[src/rtl/ro_pkg.sv]
// ro_pkg: shared helpers for the readout deserializer.
//   trailing_ones : saturating trailing-ones count; gives the gray bit that
//                   flips on cnt -> cnt+1, i.e. the channel owning that slot.
//   ch_width      : index width for n items, never below 1.
//   CH_W          : channel-index width for the default 8-channel build.
package ro_pkg;

    localparam int NCH_DEF = 8;
    localparam int CH_W    = $clog2(NCH_DEF);

    function automatic int ch_width(input int n);
        return (n > 1) ? $clog2(n) : 1;
    endfunction

    // Counts trailing ones of the low w bits of v, saturating at w-1 so the
    // all-ones count maps onto the top channel (the wrap back to 0).
    function automatic int trailing_ones(input logic [31:0] v, input int w);
        int   n;
        logic run;
        n   = 0;
        run = 1'b1;
        for (int i = 0; i < 32; i++) begin
            if (run && (i < w - 1) && v[i]) n = n + 1;
            else                            run = 1'b0;
        end
        return n;
    endfunction

endpackage

[src/rtl/ro_fifo.sv]
// ro_fifo: synchronous FIFO with full/empty flags, push and pop allowed in
// the same cycle (a push into a full FIFO is accepted when a pop frees the
// head entry on that edge).
//   clk_ext, rstb : clock, synchronous active-low reset
//   push, wdata   : write request and data
//   pop           : consume the head (ignored when empty)
//   rdata         : head entry, forced to 0 while empty
//   full, empty   : occupancy flags
module ro_fifo #(
    parameter int W     = 11,
    parameter int DEPTH = 4
) (
    input  logic         clk_ext,
    input  logic         rstb,
    input  logic         push,
    input  logic [W-1:0] wdata,
    input  logic         pop,
    output logic [W-1:0] rdata,
    output logic         full,
    output logic         empty
);
    localparam int AW = $clog2(DEPTH);

    logic [W-1:0] mem [DEPTH];
    logic [AW:0]  wr_ptr, rd_ptr;
    logic         do_push, do_pop;

    // Extra pointer MSB separates full from empty when the indices match.
    assign empty   = (wr_ptr == rd_ptr);
    assign full    = (wr_ptr[AW] != rd_ptr[AW]) && (wr_ptr[AW-1:0] == rd_ptr[AW-1:0]);
    assign do_pop  = pop & ~empty;
    assign do_push = push & (~full | do_pop);
    assign rdata   = empty ? '0 : mem[rd_ptr[AW-1:0]];

    always_ff @(posedge clk_ext) begin
        if (do_push) mem[wr_ptr[AW-1:0]] <= wdata;
    end

    always_ff @(posedge clk_ext) begin
        if (!rstb) begin
            wr_ptr <= '0;
            rd_ptr <= '0;
        end else begin
            if (do_push) wr_ptr <= wr_ptr + (AW+1)'(1);
            if (do_pop)  rd_ptr <= rd_ptr + (AW+1)'(1);
        end
    end

endmodule

[src/rtl/ro_deserializer.sv]
// ro_deserializer: rebuilds the gray-counter slot schedule locally, steers
// each sample of the shared readout line to the channel owning the slot,
// packs WORD bits per channel and queues {ch, word} in a FIFO.
//   clk_ext, rstb       : master clock, synchronous active-low reset
//   en, sync            : advance enable, realign to gray counter reset
//   readout             : shared serial line (already synchronised)
//   out_valid/out_ready : head handshake; out_ch/out_word head contents
//   overflow            : sticky, set when a completed word is dropped
module ro_deserializer
    import ro_pkg::*;
#(
    parameter int NCH        = 8,
    parameter int WORD       = 8,
    parameter int FIFO_DEPTH = 4
) (
    input  logic                     clk_ext,
    input  logic                     rstb,
    input  logic                     en,
    input  logic                     sync,
    input  logic                     readout,
    output logic                     out_valid,
    input  logic                     out_ready,
    output logic [ch_width(NCH)-1:0] out_ch,
    output logic [WORD-1:0]          out_word,
    output logic                     overflow
);
    localparam int CHW = ch_width(NCH);
    localparam int BCW = ch_width(WORD);
    localparam int EW  = CHW + WORD;

    logic [NCH-1:0]                cnt;
    logic [CHW-1:0]                slot;
    logic                          take;
    logic [NCH-1:0][WORD-1:0]      sreg;
    logic [NCH-1:0]                done;
    logic [WORD-1:0]               push_word;
    logic                          push, pop, full, empty;
    logic [EW-1:0]                 rdata;

    assign slot = CHW'(trailing_ones(32'(cnt), NCH));
    assign take = en & ~sync;

    for (genvar c = 0; c < NCH; c++) begin : g_ch
        logic [WORD-1:0] sreg_q;
        logic [BCW-1:0]  bitcnt_q;
        logic            hit;

        assign hit     = take && (slot == CHW'(c));
        assign done[c] = hit && (bitcnt_q == BCW'(WORD - 1));
        assign sreg[c] = sreg_q;

        always_ff @(posedge clk_ext) begin
            if (!rstb) begin
                sreg_q   <= '0;
                bitcnt_q <= '0;
            end else if (sync) begin
                bitcnt_q <= '0;
            end else if (hit) begin
                sreg_q[bitcnt_q] <= readout;
                bitcnt_q <= done[c] ? '0 : bitcnt_q + BCW'(1);
            end
        end
    end

    // The completing bit is still on the line; splice it in as the MSB.
    always_comb begin
        push_word           = sreg[slot];
        push_word[WORD-1]   = readout;
    end

    assign push      = |done;
    assign pop       = out_valid & out_ready;
    assign out_valid = ~empty;
    assign {out_ch, out_word} = rdata;

    always_ff @(posedge clk_ext) begin
        if (!rstb) begin
            cnt      <= '0;
            overflow <= 1'b0;
        end else begin
            if (sync)    cnt <= '0;
            else if (en) cnt <= cnt + NCH'(1);
            if (push && full && !pop) overflow <= 1'b1;
        end
    end

    ro_fifo #(.W(EW), .DEPTH(FIFO_DEPTH)) u_fifo (
        .clk_ext (clk_ext),
        .rstb    (rstb),
        .push    (push),
        .wdata   ({slot, push_word}),
        .pop     (pop),
        .rdata   (rdata),
        .full    (full),
        .empty   (empty)
    );

endmodule
[config.mk]
export PLATFORM = sky130hd
export DESIGN_NAME = ro_deserializer
export DESIGN_NICKNAME = d
export VERILOG_FILES = /design/src/rtl/ro_pkg.sv /design/src/rtl/ro_fifo.sv /design/src/rtl/ro_deserializer.sv
export SDC_FILE = /design/constraint.sdc
export NUM_CORES = 1
export LEC_CHECK = 0
export ABC_AREA = 1
export ABC_CLOCK_PERIOD_IN_PS = 12800
export BUFFER_PORTS_ARGS = -buffer_cell sky130_fd_sc_hd__buf_4
export CAP_MARGIN = 20
export CORE_AREA = 2 2 130 132
export DETAILED_ROUTE_END_ITERATION = 8
export DIE_AREA = 0 0 132 134
export GPL_TIMING_DRIVEN = 0
export PLACE_DENSITY_LB_ADDON = 0.12
export SLEW_MARGIN = 20
export SYNTH_ARGS = -nofsm -noshare
export SYNTH_HDL_FRONTEND = slang
export SYNTH_HIERARCHICAL = 1
export SYNTH_SLANG_ARGS = --single-unit
[constraint.sdc]
create_clock -name clk_ext -period 12.8 [get_ports clk_ext]
set_input_delay 3.84 -clock clk_ext [delete_from_list [all_inputs] [get_ports clk_ext]]
set_output_delay 3.84 -clock clk_ext [all_outputs]
set_load 0.02 [all_outputs]
Word-level counts from Yosys, hierarchy flattened
Memory sizes are Yosys's and may differ from the RTL's. A register that Yosys moved wholly into a read port is not among the register bits.
Index checks and enable logic that the tools add are counted.
{ "word_totals": {"regBits": 103, "ramBits": 44, "output_inout_bits": 13, "mem_count": 1} }
{ "op_classes": {"n_addsub": 17, "n_lt_le_gt_ge": 17, "eq_ne": 18, "n_mux": 52, "n_bitwise": 9, "n_reduce_logical": 45} }
{ "memory_table": {"columns": ["name", "depth", "width", "rd", "rd_clocked_by_memory_dff", "wr", "line", "text"], "rows": [
  ["u_fifo.mem", 4, 11, 1, 1, 1, "ro_fifo.sv:24", "logic [W-1:0] mem [DEPTH];"]
]} }
{ "op_table": {"columns": ["cell", "count"], "rows": [
  ["$bwmux 8", 8],
  ["$mux 3", 13],
  ["$eq 3x3->1 const B", 12],
  ["$lt 3x4->1 const B", 9],
  ["$add 3x1->3 const B", 11],
  ["$logic_and 1x1->1", 33],
  ["$bmux 8 s3", 1],
  ["$demux 1 s3", 8],
  ["$ge 3x1->1 const B", 8],
  ["$mux 1", 17],
  ["$reduce_and 2->1", 8],
  ["$mux 11", 1],
  ["$add 3x2->3 const B", 3],
  ["$add 8x1->8 const B", 1],
  ["$reduce_or 8->1", 1],
  ["$mux 7", 1],
  ["$eq 3x2->1 const B", 2],
  ["$mux 2", 3],
  ["$and 1x1->1", 4],
  ["$not 1->1", 4],
  ["$add 2x1->3 const B", 1],
  ["$eq 3x1->1 const B", 1],
  ["$eq 3x3->1", 1],
  ["$logic_not 3->1", 1],
  ["6 further kinds", 6]
]} }

Depth between registers and ports, before layout
Gate-level depths: netlist of the first run.
{ "depth": {"word_depth": 20, "ltp_mapped": 33, "depth_no_buf": 32} }

Cells and area by module
The synthesis of the first run kept the hierarchy.
{ "by_module_without_submodules": {"columns": ["module", "instances", "cells_per_inst", "area_each_um2", "seq_area_each_um2"], "rows": [
  ["ro_deserializer", 1, 704, 5006.1, 1761.7],
  ["ro_fifo", 1, 195, 2197.1, 1481.4]
]} }

Worst setup path before layout of the first run
No wires, ideal clock.
{ "synth_path": {"kind": "in2reg", "from": "input port sync", "to": "memory u_fifo.mem[0][0] (enable)", "setup_time_ns": 0.378, "arrival_ns": 5.241, "required_ns": 12.422, "path_slack_ns": 7.181, "cell_stages": 11, "n_path_buf": 0, "path_cell_list": "inv_1 -> nand2_1 -> inv_1 -> nand2_8 -> inv_6 -> nand4_1 -> nand2_1 -> nor2_1 -> nand2_1 -> nand2_2 -> nor2_1"} }
{ "synth_between": {"elab_chain_len": 8, "word_cells_on_any_way": 22, "cone_classes": "2 x mux; 3 x bitwise; 17 x reduce/logical"} }
{ "synth_rtl": {"columns": ["item", "line", "text"], "rows": [
  ["start: declaration", "ro_deserializer.sv:19", "input logic sync,"],
  ["$not 1->1 (no line) (*)", null, null],
  ["$and 1x1->1 (*)", "ro_deserializer.sv:41", "assign take = en & ~sync;"],
  ["$logic_and 1x1->1", "ro_deserializer.sv:48", "assign hit = take && (slot == CHW'(c));"],
  ["$logic_and 1x1->1", "ro_deserializer.sv:49", "assign done[c] = hit && (bitcnt_q == BCW'(WORD - 1));"],
  ["$reduce_or 8->1 (*)", "ro_deserializer.sv:71", "assign push = |done;"],
  ["net push", "ro_deserializer.sv:37", "logic push, pop, full, empty;"],
  ["$and 1x1->1 (*)", "ro_fifo.sv:32", "assign do_push = push & (~full | do_pop);"],
  ["$mux 1 (*)", "ro_fifo.sv:36", "if (do_push) mem[wr_ptr[AW-1:0]] <= wdata;"],
  ["$mux 1 (not written as such) (*)", "ro_fifo.sv:36", null],
  ["end: declaration", "ro_fifo.sv:24", null]
]} }
The timed path passes the listed nets; every way through them passes the cells marked *.

Final worst setup path of the first run
{ "layout_path": {"from": "input port sync", "to": "memory u_fifo.mem[2][4] (enable)"} }
Same word-level chain as after synthesis.

==> out/qor.csv, run 1 <==
metric,value,unit
crit_top_cell,nand2_1,
ant_nets,0,
max_slew_margin,33.4,%
cts_tree,done,
wl,17.2,mm
crit_fanout,11,
drv_cap,0,
rsz0062_at_grt,no,
worst-endpoint-arrival,5.87,ns
antenna_cells,0,
p_seq_share,46.2,%
seqCellArea,0.00324,mm^2
crit_buf_inv,2,
timing.fmax,172,MHz
cts-hold-fix-buffers,0,
hold_viol,0,
holdCritPathClass,reg -> reg,
core,0.0163,mm^2
root_buffer,clkbuf_16,
yosysSeqAreaShare,45.0,%
synth_edf_count,44,
swShare,22.5,%
netlist_instances,899,
grt_max_degree,17,
clkSinkCount,140,
nNetsFinal,972,
vias,5818,
top_layer,met4,
grt_pass1_wl,28.3,mm
ioPinCount,19,
critPathTopFamily,simple AND/OR/NAND/NOR gates,
clkSlewWorstSetupHoldPaths,0.06,ns
n_fill_cell,1596,
tightestPinTransition,0.995,ns
antenna_found_initial,0,
skew,0.00935,ns
startpoint_type,input pin,
fin_crit,5.83,ns
fin_setup_tns,0,ns
netlist-cell-type-count,47,
power,0.000989,W
synth.avg_cell_area,8.01,um^2
routedWlPerCell,14.7,um
clk_latency,0.42,ns
pwr-share-comb,3.0,%
rrSetupSlack,7.57,ns
status,completed,
hpwl,12.7,mm
vdd_ir_drop_max,0.0934,mV
cts_buffers,17,
synth_area,0.00720,mm^2
synth_ff_type,dfxtp_1,
syn_nets,933,
finalMaxSlewViolations,0,
layout_commonest_cell,nand2_1,
place_area,0.00761,mm^2
htree_levels,4,
ys_ff_latch,140,
grt.overflow.total,0,
syn_to_final_growth,14.4,%
drc,0,
cts_setup_buffers,0,
cp.required,12.84,ns
post_drt_via_cell_ratio,4.97,
wl_met3,517,um
post_cts_resize_count,0,
setup_violations,0,
ys_warn_count,6,
die_h,134,um
layout_common_cells,"nand2_1, inv_1, dfxtp_1",
worstSetupPathType,in -> reg,
met1_length,8.37,mm
drt_iter0_markers,302,
gr-usage-all-layers,20.5,%
drtPass1Iterations,5,
p_leak,3.41,nW
clkPwrFrac,50.7,%
design_area,0.00824,mm^2
crit_chain,buf_4 > inv_1 > nand2_1 > nor2_8 > nand3_1 > nand2_1 > nor2_1 > nand2_1 > nand2_2 > nor2_1,
dieWidth,132,um
start_util,44.2,%
p_switching,0.000223,W
intPower,0.000766,W
async_flop_share,0,%
clock_path_buffers,2,
numPortBuffers,18,
multi_input_area,0.00333,mm^2
wl_met2,8.06,mm
row_count,47,
cp-end-kind,flop,
powerDensity,120,mW/mm^2
critPathSlowestCell,nor2_1,
final_layout_size_suffix_gt1_share,14.1,%
finalCritPeriodShare,45.5,%
grt_pass1_vias,5564,
die-area,0.0177,mm^2
critPathMaxStageDelay,0.77,ns
gp_congestion,0.854,
==> cells in the mapped netlist, types with 3 or more instances <==
cell type,instances,area [um^2]
a211oi_1,9,67.6
a21oi_1,81,405
a22oi_1,4,30.0
buf_2,5,25.0
buf_4,4,30.0
clkbuf_1,14,52.6
clkinv_1,3,11.3
dfxtp_1,96,1920
edfxtp_1,44,1320
ha_1,28,350
inv_1,113,424
inv_2,12,45.0
nand2_1,168,631
nand2_2,11,68.8
nand2_4,10,113
nand3_1,41,205
nand3_2,3,30.0
nand4_1,12,75.1
nor2_1,90,338
nor2_2,11,68.8
nor2_4,9,101
nor2_8,5,100
nor3_1,26,130
nor3_2,3,30.0
o2111ai_1,4,35.0
o211ai_1,3,22.5
o21ai_0,42,210
o21ai_1,17,85.1
o32ai_1,11,96.3
xor2_1,3,26.3
==> final timing paths <==
check / startpoint / end / depth (start not counted)
hold / removal: g_ch[7].sreg_q[6] / g_ch[7].sreg_q[6] / 2
hold reg to reg: g_ch[7].sreg_q[6] / g_ch[7].sreg_q[6] / 2
setup reg to reg: cnt[0] / u_fifo/mem[2][4] / 31
setup / recovery: sync / u_fifo/mem[2][4] / 10
==> through the flow <==
step | util, % | cells | setup WS, ns | hold WS (ns)
floorplan | - | 899 | 7.18 | 0.423
global placement | 46.7 | 1137 | 6.41 | 0.436
detailed placement | 46.7 | 1137 | 6.39 | 0.438
CTS | 50.5 | 1169 | 6.83 | 0.447
global route | 50.6 | 1171 | 6.84 | 0.466
finish | 50.6 | 1171 | 6.97 | 0.449
==> cells by family after synthesis <==
| group | synth area share, % |
|---|---|
| simple gates | 27.1 |
| compound gates | 13.5 |
| buf+inv | 8.84 |
| flops | 45.0 |
| fa+ha+maj | 4.86 |
| xor+xnor | 0.591 |
==> power by group through the flow <==
| stage | Combinational [W] | Clock [W] | Sequential (W) |
|---|---|---|---|
| 2_1_floorplan | 0.0000191 | 0 | 0.000467 |
| 3_3_place_gp | 0.0000302 | 0 | 0.000467 |
| 3_5_place_dp | 0.0000305 | 0 | 0.000467 |
| 4_1_cts | 0.0000305 | 0.000512 | 0.000457 |
| 5_1_grt | 0.0000330 | 0.000532 | 0.000457 |
| 6_report | 0.0000300 | 0.000502 | 0.000457 |
==> worst register-to-register path: cells and delay by family, from the launching register on <==
kind / cells / cell delay (ns)
adders and majority gates: 5 / 1.25
and+or+nand+nor: 20 / 2.65
DFF: 1 / 0.40
xor gates and xnor gates: 1 / 0.17
buffers and inverters: 5 / 0.39
==> registers in the layout, summed over array words and instances, names as in the netlist, named ones only <==
signal         flops
g_ch.sreg_q       56
u_fifo/mem        44
g_ch.bitcnt_q     24
cnt                7
u_fifo/rd_ptr      3
u_fifo/wr_ptr      3
overflow           1
==> per-layer routing <==
layer  GRT usage, %  up-vias
met5              0        -
met4           7.49        0
met3           3.59       18
met2           34.5       83
met1           26.5     2662
li1               -     3055
==> final cells by class <==
class	count	share of cell area (%)
multi-input cells	602	40.4
flip-flops and latches	140	39.4
inverters	131	6.08
clock buffers	19	5.51
well taps	220	3.34
clock inverters	13	1.85
repair buffers	20	1.82
plain buffers	26	1.66
Note: power is estimated with default switching activity, not from simulation.
==> inputs of run 2 (changes only) <==
--- a/config.mk
+++ b/config.mk
@@ -6,7 +6,7 @@
 export NUM_CORES = 1
 export LEC_CHECK = 0
 export ABC_AREA = 1
-export ABC_CLOCK_PERIOD_IN_PS = 12800
+export ABC_CLOCK_PERIOD_IN_PS = 4700
 export BUFFER_PORTS_ARGS = -buffer_cell sky130_fd_sc_hd__buf_4
 export CAP_MARGIN = 20
 export CORE_AREA = 2 2 130 132
==> constraint.sdc (replaced) <==
create_clock -name clk_ext -period 4.7 [get_ports clk_ext]
set_input_delay 1.41 -clock clk_ext [delete_from_list [all_inputs] [get_ports clk_ext]]
set_output_delay 1.41 -clock clk_ext [all_outputs]
set_load 0.02 [all_outputs]
==> run 2 against run 1 <==
- sequential share of layout area decreased by 0.97 points
- flip-flop and latch count unchanged
- non-clock buffer count increased by 11
- clock power increased to 2.7 times the previous value
- hold slack improved by 0.0014 ns
- total power increased to 2.7 times the previous value
- via count increased by 1.5%
- critical path type is now reg -> reg
==> out/qor.csv, run 2 (synthesis results as in run 1) <==
metric,value,unit,change
status,completed,,
htree_levels,4,,unchanged
place_area,0.00761,mm^2,unchanged
hpwl,12.7,mm,unchanged
clk_latency,0.42,ns,about the same
syn_to_final_growth,17.4,%,
cts-hold-fix-buffers,0,,unchanged
design_area,0.00846,mm^2,+2.7%
crit_top_cell,nand2_1,,
clkSinkCount,140,,unchanged
worst-endpoint-arrival,4.52,ns,-1.35 ns
holdCritPathClass,reg -> reg,,
grt.overflow.total,0,,unchanged
vias,5908,,+1.5%
critPathTopFamily,simple AND/OR/NAND/NOR gates,,
worst-r2r-cell-count,29,,-6.5%
intPower,0.00209,W,+170%
core,0.0163,mm^2,unchanged
grt_pass1_wl,28.5,mm,+0.66%
die-area,0.0177,mm^2,unchanged
drt_iter0_markers,340,,+13%
gr-usage-all-layers,20.6,%,+0.15 points
start_util,44.2,%,unchanged
post_drt_via_cell_ratio,5.00,,+0.60%
row_count,47,,unchanged
nNetsFinal,983,,+1.1%
antenna_cells,0,,unchanged
cts_tree,done,,
crit_fanout,7,,-4
dieWidth,132,um,unchanged
drc,0,,unchanged
clkSlewWorstSetupHoldPaths,0.06,ns,about the same
swShare,22.6,%,+0.076 points
fin_crit,4.38,ns,
layout_commonest_cell,nand2_1,,
grt_pass1_vias,5592,,+0.50%
tightestPinTransition,0.836,ns,-0.159 ns
p_seq_share,46.2,%,about the same
clock_path_buffers,2,,unchanged
p_leak,3.50,nW,+2.7%
root_buffer,clkbuf_16,,
drtPass1Iterations,5,,unchanged
crit_buf_inv,3,,+1
skew,0.00979,ns,+0.000439 ns
regMostFlops,g_ch.sreg_q,,
grt_max_degree,17,,unchanged
cp_num_cells,29,,+19
cp.required,4.84,ns,-8.00 ns
die_h,134,um,unchanged
clkPwrFrac,50.7,%,about the same
finalCritPeriodShare,93.1,%,
critPathMaxStageDelay,0.39,ns,-0.38 ns
cp-end-kind,flop,,
setup_violations,0,,unchanged
routedWlPerCell,14.9,um,+0.90%
fin_util,51.9,%,+1.4 points
cts_buffers,17,,unchanged
hold_viol,0,,unchanged
final_layout_size_suffix_gt1_share,16.1,%,+2.0 points
drv_cap,0,,unchanged
numPortBuffers,18,,unchanged
critPathSlowestCell,dfxtp_4,,
p_switching,0.000610,W,+170%
layout_common_cells,"nand2_1, inv_1, dfxtp_1",,
gp_congestion,0.854,,unchanged
powerDensity,319,mW/mm^2,+170%
min_delay_path_depth,2,,unchanged
ant_nets,0,,unchanged
vdd_ir_drop_max,0.254,mV,+170%
timing.fmax,228,MHz,
startpoint_type,flop,,
pwr-share-comb,3.1,%,about the same
finalMaxSlewViolations,0,,unchanged
antenna_found_initial,0,,unchanged
wl,17.6,mm,+1.9%
largest_register_ffs,56,,unchanged
worstSetupPathType,reg -> reg,,
max_slew_margin,44.3,%,+11 points
ioPinCount,19,,unchanged
## run 2: cell count changes in the layout (fill, tap and decap cells not counted), sizes merged
cell / delta
buf: +10
clkbuf: +1
## run 2: power by group through the flow
| stage | Clock, W | Sequential (W) | Combinational, W |
|---|---|---|---|
| floorplan | 0 | 0.00127 | 0.0000521 |
| global placement | 0 | 0.00127 | 0.0000823 |
| detailed placement | 0 | 0.00127 | 0.0000830 |
| CTS | 0.00139 | 0.00125 | 0.0000831 |
| global route | 0.00145 | 0.00125 | 0.0000918 |
| finish | 0.00137 | 0.00125 | 0.0000837 |
## run 2: timing repair
item,CTS,global route
setup endpoints to repair,44,46
gates resized for setup,10,10
cloned,0,1
pin swaps,4,6
hold endpoints to repair,0,0
buffers inserted,5,7
## run 2: worst min-delay path, cell delays in order (launching register included)
cell	delay, ns
dfxtp_1	0.31
inv_1	0.05
a21oi_1	0.05
## run 2: metrics by stage
step	setup WS, ns	setup TNS (ns)	hold slack, ns	cells	total power (W)
2_1_floorplan	0.186	0	0.423	899	0.00132
3_3_place_gp	-0.662	-27.46	0.436	1137	0.00135
5_1_grt	-0.00418	-0.0125	0.466	1182	0.00279
4_1_cts	0.0176	0	0.447	1174	0.00272
6_report	0.323	0	0.450	1182	0.00270
3_5_place_dp	-0.689	-28.08	0.438	1137	0.00136
## run 2: routing by layer
metal  vias to the layer above  track usage [%]  routed length, um
met5                         -                0                  0
met4                         0             7.49                303
met3                        21             3.59                617
met2                        85             34.8               8310
met1                      2732             26.7               8330
li1                       3070                -                  -
## run 2: path summary, 6_finish.rpt
| check | startpoint | to | slack [ns] |
|---|---|---|---|
| worst max-delay path | cnt[0] | u_fifo/mem[1][10] | 0.32 |
| worst min-delay path | overflow | overflow | 0.45 |
| worst max register to register | cnt[0] | u_fifo/mem[1][10] | 0.32 |
| worst min register to register | overflow | overflow | 0.45 |
## run 2: final cells by class
type / instances / area (um^2)
Clock buffer: 19 / 454
Fill cell: 1561 / 7830
Inverter: 131 / 500
Multi-Input combinational cell: 602 / 3390
Timing Repair Buffer: 31 / 300
Sequential cell: 140 / 3250
Buffer: 26 / 136
Clock inverter: 13 / 153
Tap cell: 220 / 275
==> inputs of run 3 (changes only) <==
--- a/config.mk
+++ b/config.mk
@@ -6,7 +6,7 @@
 export NUM_CORES = 1
 export LEC_CHECK = 0
 export ABC_AREA = 1
-export ABC_CLOCK_PERIOD_IN_PS = 4700
+export ABC_CLOCK_PERIOD_IN_PS = 4100
 export BUFFER_PORTS_ARGS = -buffer_cell sky130_fd_sc_hd__buf_4
 export CAP_MARGIN = 20
 export CORE_AREA = 2 2 130 132
==> constraint.sdc (replaced) <==
create_clock -name clk_ext -period 4.1 [get_ports clk_ext]
set_input_delay 1.23 -clock clk_ext [delete_from_list [all_inputs] [get_ports clk_ext]]
set_output_delay 1.23 -clock clk_ext [all_outputs]
set_load 0.02 [all_outputs]
==> run 3 against run 2 <==
- the run now ends with setup timing left
- global-route usage is 0.41 points higher
- first-iteration DRC count up 23%
- hold slack got worse by 0.0021 ns
- non-clock buffer count is 17 higher
- critical endpoint is now u_fifo/mem[0][10]
- largest power group unchanged
==> out/qor.csv, run 3 (synthesis results as in run 1) <==
metric,value,unit,change
status,"finished, violations left",,
violations,setup timing,,
largest_register_ffs,56,,unchanged
min-delay-start,g_ch[1].sreg_q[6],,
antenna_found_initial,0,,unchanged
clk_latency,0.42,ns,about the same
ant_nets,0,,unchanged
layout_common_cells,"nand2_1, inv_1, dfxtp_1",,
routedWlPerCell,15.0,um,+0.81%
htree_levels,4,,unchanged
min_delay_path_depth,2,,unchanged
cp.required,4.24,ns,-0.60 ns
crit_top_cell,nand2_2,,
worst-r2r-cell-count,33,,+14%
wl_met2,8.62,mm,+3.8%
crit_fanout,6,,-1
antenna_cells,0,,unchanged
clock_path_buffers,2,,unchanged
skew,0.00915,ns,-0.000642 ns
startpoint_type,flop,,
start_util,44.2,%,unchanged
clkSinkCount,140,,unchanged
powerDensity,339,mW/mm^2,+6.1%
critPathMaxStageDelay,0.37,ns,-0.02 ns
setup_violations,11,,+11
rrSetupSlack,-0.07,ns,-0.39 ns
drtPass1Iterations,5,,unchanged
syn_to_final_growth,22.9,%,
met1_length,8.53,mm,+2.4%
post_drt_via_cell_ratio,5.02,,+0.47%
hold_viol,0,,unchanged
ioPinCount,19,,unchanged
holdCritPathClass,reg -> reg,,
hpwl,12.6,mm,-0.21%
finalMaxSlewViolations,0,,unchanged
core,0.0163,mm^2,unchanged
final_layout_size_suffix_gt1_share,22.7,%,+6.6 points
grt.overflow.total,0,,unchanged
max_slew_margin,42.0,%,-2.3 points
drv_cap,0,,unchanged
gp_congestion,0.869,,+1.8%
drt_iter0_markers,419,,+23%
timing.fmax,240,MHz,+4.9%
root_buffer,clkbuf_16,,
row_count,47,,unchanged
finalCritPeriodShare,102,%,+8.6 points
cts_tree,done,,
critPathSlowestCell,dfxtp_4,,
tightestPinTransition,0.870,ns,+0.0339 ns
grt_pass1_wl,29.0,mm,+2.0%
cp-end-kind,flop,,
p_leak,3.65,nW,+4.5%
clkSlewWorstSetupHoldPaths,0.06,ns,about the same
vias,6021,,+1.9%
grt_pass1_vias,5583,,-0.16%
cts-hold-fix-buffers,0,,unchanged
reg2reg_from,cnt[1],,
top_layer,met4,,
gr-usage-all-layers,21.0,%,+0.41 points
worstSetupPathType,reg -> reg,,
wl_met3,591,um,-4.2%
grt_max_degree,17,,unchanged
die-area,0.0177,mm^2,unchanged
nNetsFinal,1000,,+1.7%
die_h,134,um,unchanged
layout_commonest_cell,nand2_1,,
dieWidth,132,um,unchanged
fin_crit,4.17,ns,-0.206 ns
cts_buffers,17,,unchanged
numPortBuffers,18,,unchanged
worst-endpoint-arrival,4.31,ns,-0.21 ns
fin_util,54.4,%,+2.4 points
rsz0062_at_grt,yes,,
setup_slack,-0.0714,ns,-0.394 ns
r2r-end,u_fifo/mem[0][10],,
regMostFlops,g_ch.sreg_q,,
vdd_ir_drop_max,0.295,mV,+16%
wl,18.0,mm,+2.3%
min_to,g_ch[1].sreg_q[6],,
pre_cts_ws,-0.515,ns,+0.174 ns
drc,0,,unchanged
run 3: critical path: cells and delay by family (launching register included):
kind | cells | cell delay (ns)
adder cells (fa/ha/maj) | 5 | 1.13
buffers and inverters | 8 | 0.60
AND/OR/NAND/NOR | 19 | 1.65
XOR/XNOR | 1 | 0.15
flip-flops | 1 | 0.37
run 3: metal layers:
metal,vias to the layer above,GRT usage [%]
li1,3128,-
met1,2781,27.9
met5,-,0
met3,16,3.97
met2,96,34.7
met4,0,7.07
run 3: what timing repair did:
action | 4_1_cts | 5_1_grt
setup endpoints to repair | 49 | 144
gates cloned | 0 | 1
pin swaps | 21 | 37
buffers inserted | 21 | 8
gates resized for setup | 19 | 75
run 3: cell type report:
type                            count  area [um^2]
Fill cell                        1541         7440
Multi-Input combinational cell    602         3660
Sequential cell                   140         3250
Inverter                          131          515
Clock buffer                       19          454
Timing Repair Buffer               48          447
Tap cell                          220          275
Buffer                             26          136
Clock inverter                     13          116
run 3: power by group:
part	switching [W]	internal (W)
sequential	0.00000341	0.00143
combinational	0.0000777	0.0000295
clock	0.000593	0.000870
run 3: how the worst max path moves through the flow:
stage                     startpoint           endpoint  slack [ns]  cells after the start
after floorplan               cnt[1]   u_fifo/mem[0][0]        0.02                     32
after global placement        cnt[1]   u_fifo/mem[0][4]       -0.50                     29
after detailed placement      cnt[1]   u_fifo/mem[0][4]       -0.52                     29
after CTS                     cnt[1]   u_fifo/mem[1][5]       -0.06                     33
after global routing          cnt[1]  u_fifo/mem[0][10]       -0.34                     33
final                         cnt[1]  u_fifo/mem[0][10]       -0.07                     33
run 3: metrics by stage:
stage / hold WS, ns / instances / TNS (ns) / power [W] / instance area [um^2]
floorplan: 0.423 / 899 / 0 / 0.00152 / 7260
global placement: 0.437 / 1137 / -21.22 / 0.00155 / 7670
detailed placement: 0.440 / 1137 / -21.88 / 0.00155 / 7670
CTS: 0.449 / 1190 / -1.90 / 0.00302 / 8510
global route: 0.466 / 1199 / -15.93 / 0.00311 / 8850
finish: 0.448 / 1199 / -0.525 / 0.00300 / 8850
